<file path="src/rtl/wb_arbiter_2m.sv">
// Two-master, one-slave Wishbone B3 round-robin arbiter; grant is held for the whole cyc tenure.
// Optional slave-stall watchdog enabled with `define WB_ARB_TIMEOUT_EN.
module wb_arbiter_2m #(
    parameter int AW             = 32,
    parameter int DW             = 32,
    parameter int TIMEOUT_CYCLES = 255
) (
    input  logic              clk,
    input  logic              rst_n,
    input  logic [1:0]        m_cyc_i,
    input  logic [1:0]        m_stb_i,
    input  logic [1:0]        m_we_i,
    input  logic [2*AW-1:0]   m_adr_i,
    input  logic [2*DW/8-1:0] m_sel_i,
    input  logic [2*DW-1:0]   m_dat_i,
    input  logic [5:0]        m_cti_i,
    input  logic [3:0]        m_bte_i,
    output logic [1:0]        m_ack_o,
    output logic [1:0]        m_err_o,
    output logic [1:0]        m_rty_o,
    output logic [2*DW-1:0]   m_dat_o,
    output logic              s_cyc_o,
    output logic              s_stb_o,
    output logic              s_we_o,
    output logic [AW-1:0]     s_adr_o,
    output logic [DW/8-1:0]   s_sel_o,
    output logic [DW-1:0]     s_dat_o,
    output logic [2:0]        s_cti_o,
    output logic [1:0]        s_bte_o,
    input  logic              s_ack_i,
    input  logic              s_err_i,
    input  logic              s_rty_i,
    input  logic [DW-1:0]     s_dat_i,
    output logic [1:0]        gnt_o
);

    typedef enum logic [1:0] {IDLE = 2'd0, GNT0 = 2'd1, GNT1 = 2'd2} state_t;

    state_t state;
    logic   last;
    logic   owner;
    logic   granted;
    logic   kill;
    logic   timeout_hit;

    // NOTE: sequential state uses non-blocking assignments so every register samples pre-edge values.
    // NOTE: reset is synchronous; it only takes effect on a rising clk edge.
    always_ff @(posedge clk) begin
        if (!rst_n) begin
            state <= IDLE;
            last  <= 1'b1;
        end else begin
            unique case (state)
                IDLE: begin
                    if (m_cyc_i == 2'b11)  state <= last ? GNT0 : GNT1;
                    else if (m_cyc_i[0])   state <= GNT0;
                    else if (m_cyc_i[1])   state <= GNT1;
                end
                GNT0: begin
                    if (!m_cyc_i[0]) begin
                        last  <= 1'b0;
                        state <= m_cyc_i[1] ? GNT1 : IDLE;
                    end
                end
                GNT1: begin
                    if (!m_cyc_i[1]) begin
                        last  <= 1'b1;
                        state <= m_cyc_i[0] ? GNT0 : IDLE;
                    end
                end
                default: state <= IDLE;
            endcase
        end
    end

    assign gnt_o   = {state == GNT1, state == GNT0};
    assign granted = |gnt_o;
    assign owner   = (state == GNT1);

`ifdef WB_ARB_TIMEOUT_EN
    localparam int CW = $clog2(TIMEOUT_CYCLES + 1);

    logic [CW-1:0] count;
    logic          release_now;
    logic          slave_resp;

    assign release_now = (state == GNT0 && !m_cyc_i[0]) || (state == GNT1 && !m_cyc_i[1]);
    assign slave_resp  = s_ack_i | s_err_i | s_rty_i;
    assign timeout_hit = granted && (count == CW'(TIMEOUT_CYCLES));

    // Once the watchdog fires, the owner is cut off from the slave until it drops cyc.
    always_ff @(posedge clk) begin
        if (!rst_n) begin
            count <= '0;
            kill  <= 1'b0;
        end else begin
            if (!granted || release_now || slave_resp || timeout_hit)
                count <= '0;
            else if (s_cyc_o && s_stb_o)
                count <= count + 1'b1;

            if (!granted || release_now) kill <= 1'b0;
            else if (timeout_hit)        kill <= 1'b1;
        end
    end
`else
    assign kill        = 1'b0;
    assign timeout_hit = 1'b0;
`endif

    // Slave side: pure mux of the owner's request, zero when idle; independent of slave responses.
    assign s_cyc_o = |(m_cyc_i & gnt_o) & ~kill;
    assign s_stb_o = |(m_stb_i & gnt_o) & ~kill;
    assign s_we_o  = |(m_we_i & gnt_o);
    assign s_adr_o = granted ? m_adr_i[owner*AW +: AW]         : '0;
    assign s_sel_o = granted ? m_sel_i[owner*(DW/8) +: (DW/8)] : '0;
    assign s_dat_o = granted ? m_dat_i[owner*DW +: DW]         : '0;
    assign s_cti_o = granted ? m_cti_i[owner*3 +: 3]           : '0;
    assign s_bte_o = granted ? m_bte_i[owner*2 +: 2]           : '0;

    assign m_ack_o = gnt_o & {2{s_ack_i}};
    assign m_err_o = gnt_o & {2{s_err_i | timeout_hit}};
    assign m_rty_o = gnt_o & {2{s_rty_i}};
    assign m_dat_o = {2{s_dat_i}};

endmodule
</file>
<file path="config.mk">
export PLATFORM = sky130hd
export DESIGN_NAME = wb_arbiter_2m
export DESIGN_NICKNAME = d
export VERILOG_FILES = /design/src/rtl/wb_arbiter_2m.sv
export SDC_FILE = /design/constraint.sdc
export NUM_CORES = 1
export LEC_CHECK = 0
export BUFFER_PORTS_ARGS = -buffer_cell sky130_fd_sc_hd__buf_2
export CORE_AREA = 10 10 123 125
export DETAILED_ROUTE_END_ITERATION = 12
export DIE_AREA = 0 0 133 135
export MAX_ROUTING_LAYER = met4
export PLACE_DENSITY = 0.49
export SYNTH_ARGS = -nofsm -noshare
export SYNTH_HDL_FRONTEND = slang
export SYNTH_SLANG_ARGS = --single-unit
export TNS_END_PERCENT = 50
</file>
<file path="constraint.sdc">
create_clock -name clk -period 4 [get_ports clk]
set_input_delay 0.2 -clock clk [delete_from_list [all_inputs] [get_ports clk]]
set_output_delay 0.2 -clock clk [all_outputs]
set_load 0.02 [all_outputs]
</file>
==> qor.yml, run 1 <==
clocking:
  numCtsBuffers: 3
  cts.sinks: 3
  cts_tree: "yes"
  clock_latency_ns: 0.22
  clockRootBuffer: "clkbuf_16"
  postCtsSetupRepairBufs: 0
  post_cts_resized: 0
  path_clk_slew_ns: 0.03
  cts_hold_buf: 0
  cts_buffer_depth: 2
  h-tree-depth: 1
floorplan:
  rows: 41
  fp.dieH_um: 135
  start_util_pct: 16.6
  core-area_um2: 12600
  die_w_um: 133
  dieArea_um2: 18000
  top_level_ports: 337
power:
  switching_power_mw: 0.743
  p_comb_share_pct: 85.8
  power_density_nw_per_um2: 470
  p_leak_nw: 1.59
  peakVddDrop_uv: 157
  p_int_mw: 0.675
  p_total_mw: 1.42
  p_seq_share_pct: 3.1
  netSwitchingFraction_pct: 52.4
  p_clk_share_pct: 11.1
logic_synthesis:
  netlist_area_um2: 2090
  yosysWarnings: 0
  synth_enable_flop_cells: 0
  ys.flop_type: "dfxtp_1"
  ys_seq_area_share_pct: 2.87
  synth-seq-cells: 3
  yosys.cell_types.count: 23
  async_flop_share_pct: 0
  syn_nets: 459
  synth.avg_cell_area_um2: 7.89
  synth_cells: 265
global_routing:
  grtUsageMet3_pct: 2.93
  met2_usage_pct: 17.0
  met1_usage_pct: 9.39
  grt_pass1_wl_mm: 13.8
  grt_pass1_vias: 2626
  grt_remaining_overflow: 0
  grt_max_degree: 74
  groute.usage.overall_pct: 9.36
  antenna_found_initial: 0
  grt_busiest_layer: "met2"
sta:
  setup_ws_ns: 1.39
  worstMarginPinSlew_ns: 0.945
  rsz0062_at_grt: "no"
  max_freq_mhz: 384
  skew_ns: 0.000186
  fin_setup_tns_ns: 0
  fin_crit_sh_pct: 65.1
  slew_viol_final: 0
  slew_headroom_pct: 37.0
  hold_violations: 0
  setup_viol: 0
  min_period_ns: 2.61
drt:
  wl_mm: 9.22
  vias_per_cell: 3.81
  drt-pass1-iter-count: 4
  first_iter_violations: 17
  via_count: 2292
  remaining_drc_errors: 0
  detail-route-antenna-nets: 0
  routedWlPerCell_um: 15.3
finish:
  final_common_cell: "buf_2"
  num-nets-final: 624
  mostFrequentLayoutCells: "buf_2 (240), mux2i_1 (73), nor2b_1 (73)"
  final_util_pct: 24.0
  instances_no_fill: 601
  insertedDiodeCount: 0
  final_layout_size_suffix_gt1_share_pct: 58.0
  synthToLayoutAreaGrowth_pct: 44.2
worst_hold_path:
  hp-class: "input pin to flip-flop"
  whs_path_depth: 2
  holdPathEnd: "last"
  hold_start: "rst_n"
worst_setup_path:
  reg2reg_slack_ns: 1.85
  r2r_cells: 7
  crit_required_ns: 3.80
  path_max_fanout: 53
  rr_endpoint: "state[0]"
  r2r_start: "state[0]"
  cp.arrival_ns: 2.41
  crit_type: "flip-flop to output port"
  crit_path_start_kind: "flip-flop"
  worstSetupEndpointType: "output port"
placement:
  dp_hpwl_mm: 8.11
  dp_slack_ns: 1.60
  dpl.cell_count: 597
  place.gp.congestion: 0.718
  port_buffers: 240
outcome:
  status: "completed"
job:
  maxCapViolCount: 0
[worst max-delay path, cell delays in order (launching register included)]
cell and delay, ns:
dfxtp_1 0.32, inv_1 0.17, ha_4 0.78, buf_4 0.43, mux2i_1 0.24, nor2b_1 0.07
buf_2 0.16
[power by group through the flow]
| stage | combinational (mW) | sequential [mW] | clock [mW] |
|---|---|---|---|
| after global routing | 1.32 | 0.0449 | 0.163 |
| after CTS | 1.24 | 0.0443 | 0.160 |
| after floorplan | 0.953 | 0.0424 | 0 |
| after detailed placement | 1.24 | 0.0447 | 0 |
| after global placement | 1.22 | 0.0441 | 0 |
| final | 1.22 | 0.0441 | 0.158 |
[per-stage QoR]
| stage | cell area (um^2) | hold slack (ns) |
|---|---|---|
| after floorplan | 2090 | 0.289 |
| after global routing | 3020 | 0.234 |
| after detailed placement | 2940 | 0.400 |
| after CTS | 3020 | 0.209 |
| final | 3020 | 0.207 |
| after global placement | 2940 | 0.400 |
[metal layers]
layer,part of all wire [%],vias to the layer above
met4,1.8,0
met2,50,162
li1,-,1133
met1,38,974
met5,0,-
met3,9.4,23
[final cells by class]
cell class | instances | area, um^2
clock buffer | 4 | 78.8
fill | 1394 | 9550
inverter | 5 | 18.8
multi-input combinational | 175 | 1430
sequential | 3 | 60.1
tap | 172 | 215
timing repair buffer | 242 | 1220
[Yosys cell counts (2+ instances only)]
| master | number | area share [%] |
|---|---|---|
| nor2b_1 | 73 | 22 |
| dfxtp_1 | 3 | 2.9 |
| o21ai_0 | 2 | 0.48 |
| nand2_1 | 2 | 0.36 |
| buf_4 | 65 | 23 |
| buf_6 | 6 | 3.2 |
| clkbuf_1 | 8 | 1.4 |
| and2_1 | 8 | 2.4 |
| ha_1 | 5 | 3.0 |
| inv_1 | 5 | 0.90 |
| mux2i_1 | 73 | 35 |
| a22o_1 | 2 | 0.84 |
| buf_2 | 3 | 0.72 |
[how the worst max path moves through the flow]
stage                     cells after the start  slack [ns]     endpoint  startpoint
final                                         6        1.39  s_adr_o[28]    state[0]
after floorplan                               5        2.30   s_adr_o[0]    state[1]
after CTS                                     6        1.38  s_adr_o[28]    state[0]
after global routing                          6        1.26  s_adr_o[14]    state[0]
after global placement                        6        1.71  s_adr_o[19]    state[0]
after detailed placement                      6        1.60  s_adr_o[28]    state[0]
[sequential cells by signal (all words and copies together) (netlist names)]
| signal | count |
|---|---|
| state | 2 |
| last | 1 |
[logic make-up after synthesis]
kind of cell | count (synthesis) | share of synthesized area (%)
buf+inv | 87 | 29.6
compound gates | 11 | 4.25
mux | 73 | 34.9
simple gates | 86 | 25.4
fa+ha+maj | 5 | 2.99
flops | 3 | 2.87
(Power assumes the default switching activity.)
==> run 2: changes to the inputs <==
ABC_AREA = 1   (was default)
CORE_AREA = 10 10 121 123   (was 10 10 123 125)
DIE_AREA = 0 0 131 133   (was 0 0 133 135)
PLACE_DENSITY = 0.52   (was 0.49)
clock period = 2.3 ns   (was 4 ns; I/O delays follow)
==> run 2 against run 1 <==
Hold slack lost 0.047 ns. Register-to-register slack lost 1.2 ns. Synthesized cell count grew 36%. Combinational power grew 79%. Sequential share of layout area is essentially flat. Clock skew grew 0.0013 ns. Critical path type unchanged.
==> qor.yml, run 2 <==
global_routing:
  grt_pass1_vias: 2737  # +4.2%
  groute.usage.overall_pct: 11.2  # +1.8 points
  grt_remaining_overflow: 0  # unchanged
  antenna_found_initial: 1  # +1
  grt_pass1_wl_mm: 15.0  # +9.2%
  grt_max_degree: 59  # -20%
worst_setup_path:
  rr_endpoint: "state[1]"
  path_depth: 6  # unchanged
  worstSetupEndpointType: "output port"
  cp.arrival_ns: 1.89  # -0.52 ns
  r2r_start: "state[0]"
  path_cells: "inv_1, ha_2, buf_12, o21ai_0, nor2_1, buf_2"
  slowest_delay_ns: 0.55  # -0.23 ns
  crit_type: "flip-flop to output port"
  crit_path_start_kind: "flip-flop"
  crit_required_ns: 2.18  # -1.62 ns
  critical_path.slowest_cell: "ha_2"
  crit_start: "state[1]"
  crit_buf_inv: 3  # unchanged
  crit_path_end: "s_sel_o[1]"
  reg2reg_slack_ns: 0.68  # -1.17 ns
  r2r_cells: 10  # +3
  path_max_fanout: 40  # -25%
  cpLargestDelayFamily: "adder cells"
sta:
  worstMarginPinSlew_ns: 0.345  # -0.599 ns
  max_freq_mhz: 498
  skew_ns: 0.00145  # +0.00126 ns
  setup_viol: 0  # unchanged
  min_period_ns: 2.01
  hold_violations: 0  # unchanged
  fin_crit_sh_pct: 87.2
  rsz0062_at_grt: "no"
  slew_viol_final: 0  # unchanged
  fin_setup_tns_ns: 0  # unchanged
  slew_headroom_pct: 77.0  # +40 points
drt:
  first_iter_violations: 101  # +84
  wl_mm: 10.5  # +14%
  detail-route-antenna-nets: 0  # unchanged
  via_count: 2719  # +19%
  drt-pass1-iter-count: 6  # +2
  vias_per_cell: 3.91  # +2.6%
  routedWlPerCell_um: 15.1  # -1.8%
  remaining_drc_errors: 0  # unchanged
power:
  p_seq_share_pct: 3.0  # about the same
  p_clk_share_pct: 10.7  # -0.4 points
  netSwitchingFraction_pct: 59.7  # +7.3 points
  power_density_nw_per_um2: 841  # +79%
  p_comb_share_pct: 86.3  # +0.5 points
  switching_power_mw: 1.51  # +100%
  peakVddDrop_uv: 336  # +110%
  p_leak_nw: 1.80  # +13%
  p_int_mw: 1.02  # +51%
logic_synthesis:
  synth_top_cell_by_area: "buf_4"
  yosysWarnings: 0  # unchanged
  ys.flop_type: "dfxtp_1"
  synth_top_area_share_pct: 23.6  # -11 points
  synth-seq-cells: 3  # unchanged
  synthMostInstantiatedCell: "nor2_1"
  synth_cells: 361  # +36%
  synth_enable_flop_cells: 0  # unchanged
  yosys.cell_types.count: 21  # -8.7%
  async_flop_share_pct: 0  # unchanged
  ys_top_cells_by_count: "nor2_1 (86), o21ai_0 (73), buf_4 (65), nor2_2 (60), nand2_1 (19)"
  netlist_area_um2: 2070  # -1.1%
  ys_seq_area_share_pct: 2.90  # +0.033 points
  syn_nets: 555  # +21%
  synth.avg_cell_area_um2: 5.73  # -27%
  ys_top_cells_by_area: "buf_4 (24%), nor2_2 (18%), o21ai_0 (18%)"
floorplan:
  dieArea_um2: 17400  # -3.0%
  die_w_um: 131  # -1.5%
  top_level_ports: 337  # unchanged
  fp.dieH_um: 133  # -1.5%
  start_util_pct: 16.7  # +0.084 points
  core-area_um2: 12400  # -1.6%
  rows: 41  # unchanged
finish:
  synthToLayoutAreaGrowth_pct: 45.6
  largest_register_ff_count: 2  # unchanged
  regMostFlops: "state"
  final_layout_size_suffix_gt1_share_pct: 60.9  # +2.9 points
  final_util_pct: 24.4  # +0.36 points
  reg.largest.list: "state x2, last x1"
  n_fill_cell: 1477  # +6.0%
  num-nets-final: 717  # +15%
  final_area_um2: 3010  # -0.17%
  final_common_cell: "buf_2"
  mostFrequentLayoutCells: "buf_2 (240), nor2_1 (86), o21ai_0 (73)"
clocking:
  numCtsBuffers: 3  # unchanged
  cts.sinks: 3  # unchanged
  clockRootBuffer: "clkbuf_16"
  path_clk_slew_ns: 0.03  # about the same
  cts_buffer_depth: 2  # unchanged
  postCtsSetupRepairBufs: 0  # unchanged
  cts_tree: "yes"
  h-tree-depth: 1  # unchanged
  cts_hold_buf: 0  # unchanged
  clock_latency_ns: 0.22  # about the same
  post_cts_resized: 0  # unchanged
outcome:
  status: "completed"
job:
  maxCapViolCount: 0  # unchanged
worst_hold_path:
  whs_path_depth: 3  # +1
  hp-class: "input pin to flip-flop"
placement:
  place.gp.congestion: 0.772  # +7.5%
  port_buffers: 240  # unchanged
  dp_hpwl_mm: 8.99  # +11%
  detailed_place.area_um2: 2930  # -0.26%
-- run 2: worst min-delay path by stage --
stage | start | end
2_1_floorplan | rst_n | state[0]
3_3_place_gp | s_dat_i[18] | m_dat_o[18]
3_5_place_dp | s_dat_i[18] | m_dat_o[18]
4_1_cts | rst_n | state[1]
5_1_grt | rst_n | state[0]
6_report | rst_n | state[0]
-- run 2: area by class of cell --
type                       count  area (um^2)  share of cell area, %
tap                          172          215                   7.15
multi-input combinational    255         1300                   43.1
clock buffer                   4         78.8                   2.62
antenna                        1         2.50                 0.0831
inverter                      13         53.8                   1.79
timing repair buffer         247         1300                   43.3
sequential                     3         60.1                   1.99
-- run 2: logic make-up after synthesis --
family,after synthesis,share of synthesized area [%]
adders and majority gates,5,3.02
buffers and inverters,103,34.6
AOI/OAI and AO/OA,79,19.5
DFF,3,2.90
and+or+nand+nor,171,40.0
-- run 2: through the flow --
stage                     hold slack, ns  power (mW)  std cells  worst slack (ns)
final                              0.160        2.53        695             0.293
after global routing               0.178        2.78        695            0.0580
after CTS                          0.166        2.60        694             0.249
after detailed placement           0.230        2.32        690             0.487
after global placement             0.230        2.32        690             0.502
after floorplan                    0.266        1.67        361             0.708
-- run 2: worst register-to-register path: stages (launching register included) --
cell and delay (ns):
dfxtp_1 0.33, inv_1 0.11, ha_2 0.37, buf_12 0.27, nand2_4 0.09, nand2_4 0.09
inv_4 0.04, nand2_4 0.07, nor2_4 0.03, nand2_1 0.06, a21oi_1 0.05
-- run 2: power groups by stage --
| stage | Sequential, mW | Clock [mW] | Combinational [mW] |
|---|---|---|---|
| floorplan | 0.0741 | 0 | 1.59 |
| global placement | 0.0763 | 0 | 2.24 |
| detailed placement | 0.0768 | 0 | 2.24 |
| CTS | 0.0763 | 0.275 | 2.25 |
| global route | 0.0783 | 0.282 | 2.42 |
| finish | 0.0763 | 0.271 | 2.18 |
-- run 2: layer usage --
layer  global-route usage [%]  up-vias  share of wire, %
met5                        -        -                 0
met2                     18.1      142                46
met1                     13.2     1151                42
met4                     4.08        0               3.2
li1                         -     1387                 -
met3                     2.40       39               8.4
